$ cat config.mk
export PLATFORM = sky130hd
export DESIGN_NAME = memory_dump_streamer
export DESIGN_NICKNAME = d
export VERILOG_FILES = /design/src/rtl/memory_dump_streamer.sv
export SDC_FILE = /design/constraint.sdc
export NUM_CORES = 1
export LEC_CHECK = 0
export CAP_MARGIN = 20
export CORE_MARGIN = 2
export CORE_UTILIZATION = 55
export DETAILED_ROUTE_END_ITERATION = 8
export MAX_ROUTING_LAYER = met4
export PLACE_DENSITY = 0.8
export SLEW_MARGIN = 20
export SYNTH_ARGS = -nofsm -noshare
export SYNTH_HDL_FRONTEND = slang
export SYNTH_SLANG_ARGS = --single-unit
$ cat constraint.sdc
create_clock -name clk -period 2.55 [get_ports clk]
set_input_delay 0.51 -clock clk [delete_from_list [all_inputs] [get_ports clk]]
set_output_delay 0.51 -clock clk [all_outputs]
set_load 0.1 [all_outputs]
$ cat src/rtl/memory_dump_streamer.sv
// Test-run controller: boots and runs the core, then freezes it and streams memory to the UART.
// Define DUMP_CHECKSUM_EN to append an 8-bit modular sum of all data bytes to the stream.
module memory_dump_streamer #(
   parameter int unsigned WORD_WIDTH        = 32,
   parameter int unsigned NUM_PAGES         = 13,
   parameter int unsigned PAGE_WORDS        = 16,
   parameter logic [31:0] BASE_ADDRESS      = 32'h0,
   parameter int unsigned CORE_RESET_CYCLES = 16,
   parameter int unsigned TIMEOUT_CYCLES    = 25000000,
   parameter int unsigned READ_LATENCY      = 1
) (
   input  logic                  clk,
   input  logic                  reset,
   input  logic                  finish_execution,
   output logic                  enable_clk,
   output logic                  reset_core,
   output logic                  bus_select,
   output logic                  memory_read,
   output logic [31:0]           address,
   input  logic [WORD_WIDTH-1:0] read_data,
   input  logic                  uart_full,
   output logic                  uart_write,
   output logic [7:0]            uart_data,
   output logic                  busy,
   output logic                  done,
   output logic                  timeout
);

   localparam int unsigned NumWords = NUM_PAGES * PAGE_WORDS;
   localparam int unsigned Bytes    = WORD_WIDTH / 8;
   localparam int unsigned IdxW     = $clog2(NumWords) + 1;
   localparam int unsigned BootW    = $clog2(CORE_RESET_CYCLES + 1);
   localparam int unsigned LatW     = $clog2(READ_LATENCY + 1);

   typedef enum logic [2:0] {
      StBoot     = 3'd0,
      StRun      = 3'd1,
      StRead     = 3'd2,
      StWait     = 3'd3,
      StSend     = 3'd4,
      StDone     = 3'd5
`ifdef DUMP_CHECKSUM_EN
      ,
      StChecksum = 3'd6
`endif
   } state_e;

   state_e                state_q;
   logic [BootW-1:0]      boot_cnt_q;
   logic [31:0]           wd_cnt_q;
   logic [IdxW-1:0]       idx_q;
   logic [LatW-1:0]       lat_cnt_q;
   logic [3:0]            byte_cnt_q;
   logic [WORD_WIDTH-1:0] shift_q;
`ifdef DUMP_CHECKSUM_EN
   logic [7:0]            csum_q;
`endif

   logic wd_expired;
   logic last_byte;
   logic last_word;

   assign wd_expired = (TIMEOUT_CYCLES != 0) && (wd_cnt_q == 32'(TIMEOUT_CYCLES - 1));
   assign last_byte  = (byte_cnt_q == 4'(Bytes - 1));
   assign last_word  = (idx_q == IdxW'(NumWords - 1));

   always_ff @(posedge clk or negedge reset) begin
      if (!reset) begin
         state_q     <= StBoot;
         boot_cnt_q  <= '0;
         wd_cnt_q    <= '0;
         idx_q       <= '0;
         lat_cnt_q   <= '0;
         byte_cnt_q  <= '0;
         shift_q     <= '0;
`ifdef DUMP_CHECKSUM_EN
         csum_q      <= '0;
`endif
         enable_clk  <= 1'b0;
         reset_core  <= 1'b1;
         bus_select  <= 1'b0;
         memory_read <= 1'b0;
         address     <= BASE_ADDRESS;
         uart_write  <= 1'b0;
         uart_data   <= '0;
         busy        <= 1'b0;
         done        <= 1'b0;
         timeout     <= 1'b0;
      end else begin
         case (state_q)
            StBoot: begin
               if (boot_cnt_q == BootW'(CORE_RESET_CYCLES - 1)) begin
                  state_q    <= StRun;
                  reset_core <= 1'b0;
                  enable_clk <= 1'b1;
               end else begin
                  boot_cnt_q <= boot_cnt_q + BootW'(1);
               end
            end
            StRun: begin
               // Finish has priority over a coincident watchdog expiry.
               if (finish_execution || wd_expired) begin
                  state_q     <= StRead;
                  enable_clk  <= 1'b0;
                  bus_select  <= 1'b1;
                  busy        <= 1'b1;
                  memory_read <= 1'b1;
                  address     <= BASE_ADDRESS;
                  idx_q       <= '0;
                  timeout     <= ~finish_execution;
               end else begin
                  wd_cnt_q <= wd_cnt_q + 32'd1;
               end
            end
            StRead: begin
               memory_read <= 1'b0;
               lat_cnt_q   <= LatW'(1);
               state_q     <= StWait;
            end
            StWait: begin
               if (lat_cnt_q == LatW'(READ_LATENCY)) begin
                  shift_q    <= read_data;
                  byte_cnt_q <= '0;
                  state_q    <= StSend;
               end else begin
                  lat_cnt_q <= lat_cnt_q + LatW'(1);
               end
            end
            StSend: begin
               // The cycle after a pulse is the gap that lets the FIFO full flag settle.
               if (uart_write) begin
                  uart_write <= 1'b0;
                  if (last_byte) begin
                     if (last_word) begin
`ifdef DUMP_CHECKSUM_EN
                        state_q <= StChecksum;
`else
                        state_q <= StDone;
                        busy    <= 1'b0;
                        done    <= 1'b1;
`endif
                     end else begin
                        idx_q       <= idx_q + IdxW'(1);
                        address     <= address + 32'(Bytes);
                        memory_read <= 1'b1;
                        state_q     <= StRead;
                     end
                  end else begin
                     byte_cnt_q <= byte_cnt_q + 4'd1;
                     shift_q    <= shift_q >> 8;
                  end
               end else if (!uart_full) begin
                  uart_write <= 1'b1;
                  uart_data  <= shift_q[7:0];
`ifdef DUMP_CHECKSUM_EN
                  csum_q     <= csum_q + shift_q[7:0];
`endif
               end
            end
`ifdef DUMP_CHECKSUM_EN
            StChecksum: begin
               if (uart_write) begin
                  uart_write <= 1'b0;
                  state_q    <= StDone;
                  busy       <= 1'b0;
                  done       <= 1'b1;
               end else if (!uart_full) begin
                  uart_write <= 1'b1;
                  uart_data  <= csum_q;
               end
            end
`endif
            StDone: begin
               state_q <= StDone;
            end
            default: begin
               state_q <= StBoot;
            end
         endcase
      end
   end

endmodule
==> results.json <==
{
  "numCtsBuffers": 17,
  "core_area_sq_mm": 0.0113,
  "path_class": "reg2reg",
  "hpwl_microns": 9160,
  "setup.worst_path.start_class": "flop",
  "antenna_found_initial": 0,
  "fmax_ghz": 0.424,
  "firstDrtPassIters": 5,
  "synth_top_area_share": 0.520,
  "cts_root_buffer": "clkbuf_16",
  "die_area_sq_mm": 0.0123,
  "cts_tree": "built",
  "grt_use_total": 0.240,
  "dieWidth_microns": 111,
  "post_cts_buffers": 0,
  "ys.flop_type": "dfrtp_1",
  "cp_max_fo": 22,
  "period_needed_ns": 2.36,
  "vias": 4955,
  "end_kind": "flop",
  "setup_viol_count_final": 0,
  "die_h_microns": 111,
  "max-vdd-ir-drop_uv": 563,
  "portBuffers": 81,
  "pre_cts_slack_ns": 0.255,
  "ios": 84,
  "finalCritPeriodShare": 0.924,
  "rrSetupSlack_ns": 0.19,
  "netlist_area_sq_mm": 0.00630,
  "wire_per_inst_microns": 16.2,
  "utilization": 0.699,
  "yosys_warnings": 0,
  "place_inst": 827,
  "tightest_slew_ns": 0.566,
  "outcome": "finished, final reports clean",
  "drt-met1-wl_microns": 6020,
  "path_clk_slew_ns": 0.06,
  "postRouteAntennaNets": 0,
  "hold_buffers": 0,
  "met3_length_microns": 612,
  "layout.nets": 745,
  "grt_max_degree": 71,
  "async_flop_share": 1.00,
  "routed_wirelength_microns": 13900,
  "route.met2.wl_microns": 7110,
  "synth.area.top_cells": "dfrtp_1 52%, xnor2_1 6.3%, nand2_1 4.8%",
  "cellLeakagePower_nw": 3.42,
  "cts_resized": 0,
  "hold_viol_final": 0,
  "tns_ns": 0,
  "synthCells": 613,
  "power_density_mw_per_mm2": 1000,
  "skew_ns": 0.00763,
  "netlist.top_cell.by_area": "dfrtp_1",
  "worst-endpoint-arrival_ns": 2.67,
  "grt_first_pass_wirelength_microns": 23600,
  "placed_cell_area_sq_mm": 0.00722,
  "slew_viol_final": 0,
  "rsz0062_at_grt": "false",
  "layout_setup_ws_ns": 0.193,
  "maxUsedRoutingLayer": "met4",
  "antennaDiodeCount": 0,
  "ys_types": 49,
  "slew-limit-headroom": 0.622,
  "clockBufferDepth": 2,
  "synth_seq_cells": 132,
  "grt_pass1_vias": 4972,
  "hold_path_class": "in2async",
  "final_area_sq_mm": 0.00791,
  "gp_congestion": 0.888,
  "instances_no_fill": 859,
  "synth_edf_count": 0,
  "n_fill_cell": 833,
  "syn_avg_cell_area_sq_um": 10.3,
  "row_count": 39,
  "syn2layout_area_growth_pct": 25.5,
  "cts.sinks": 132,
  "start_util": 0.557,
  "drv_cap": 0,
  "clkLatencyLatePin_ns": 0.41,
  "cp_data_required_time_ns": 2.86,
  "drive_above_1_share": 0.165,
  "via_per_inst": 5.77,
  "drc": 0,
  "cts_max_level": 4,
  "dr.first_iter.drc_count": 424,
  "overflow": 0,
  "synth-seq-area-share": 0.524
}
==> Yosys cell counts (3+ instances only) <==
library cell and count:
a21oi_1 21, and2_1 5, and3_1 13, and4_1 5, buf_2 11, buf_4 3
clkbuf_1 13, dfrtp_1 131, ha_1 6, inv_1 6, mux2_2 10, mux2i_1 26
nand2_1 80, nand2b_1 9, nand3_1 32, nand4_1 18, nor2_1 30, nor3_1 10
nor4_1 20, nor4b_1 3, o21ai_0 47, o31ai_1 10, or3_1 11, or4_1 12
xnor2_1 45, xor2_1 8
==> layout make-up <==
| class | instances | area (sq um) | area share |
|---|---|---|---|
| clock buffers | 24 | 492 | 0.0622 |
| clock inverters | 8 | 194 | 0.0245 |
| inverters | 6 | 22.5 | 0.00285 |
| multi-input cells | 445 | 2850 | 0.360 |
| flip-flops and latches | 132 | 3310 | 0.418 |
| well taps | 143 | 179 | 0.0226 |
| repair buffers | 101 | 868 | 0.110 |
==> layout by cell type, fill, tap and decap left out, drive strengths merged, types with 19 or more instances in the layout <==
cell and instances:
dfrtp 131, nand2 80, buf 67, o21ai 47, xnor2 45, clkdlybuf4s50 34, nand3 32, nor2 31
mux2i 26, clkbuf 24, nor4 22, a21oi 21, nand4 19
==> worst paths after layout <==
path / from / end / cells after the start
setup / recovery: address[7] / address[29] / 5
hold / removal: reset / address[23] / 1
setup reg to reg: address[7] / address[29] / 5
hold reg to reg: wd_cnt_q[22] / wd_cnt_q[22] / 1
max in group asynchronous: reset / reset_core / 2
min in group clk: wd_cnt_q[22] / wd_cnt_q[22] / 1
==> per-stage QoR <==
step                      total power, mW  hold slack [ns]
final                                7.91           0.0940
after global routing                 8.27            0.128
after CTS                            7.96            0.103
after detailed placement             5.13            0.457
after global placement               5.04            0.453
after floorplan                      4.50            0.214
==> routing by layer <==
metal / up-vias / track usage
met2: 139 / 0.393
met5: - / -
met3: 14 / 0.0530
met4: 0 / 0.0807
met1: 2436 / 0.300
li1: 2366 / -
==> logic make-up (layout without fill, tap and decap cells) <==
| logic type | Yosys count | after routing | share of synthesized area |
|---|---|---|---|
| other | 1 | 2 | 0.000595 |
| AO/OA/AOI/OAI | 86 | 86 | 0.0758 |
| multiplexers | 36 | 36 | 0.0592 |
| flip-flops | 132 | 132 | 0.524 |
| AND/OR/NAND/NOR | 262 | 262 | 0.226 |
| XOR/XNOR | 53 | 53 | 0.0737 |
| adder cells (fa/ha/maj) | 6 | 6 | 0.0119 |
| buffers and inverters | 37 | 139 | 0.0284 |
==> critical path, stage by stage, from the launching register on <==
cell and delay (ns):
dfrtp_1 0.41, and4_1 0.37, and3_1 0.27, nand4_2 0.41
or4_1 0.61, a21oi_1 0.20
==> sequential cells by signal, summed over array words and instances, names as in the netlist <==
| name | flops |
|---|---|
| timeout | 1 |
| done | 1 |
| uart_data | 8 |
| lat_cnt_q | 1 |
| enable_clk | 1 |
| address | 30 |
| reset_core | 1 |
| wd_cnt_q | 32 |
| state_q | 3 |
| busy | 1 |
| byte_cnt_q | 4 |
| boot_cnt_q | 5 |
| memory_read | 1 |
| shift_q | 32 |
| bus_select | 1 |
| uart_write | 1 |
| idx_q | 9 |
==> power by group <==
part           leakage [nW]  internal [mW]  switching (mW)
Combinational          1.36          0.701            1.58
Clock                 0.335           1.94           0.860
Sequential             1.72           2.53           0.295
Total                  3.42           5.17            2.74
Note: power is estimated with default switching activity, not from simulation.
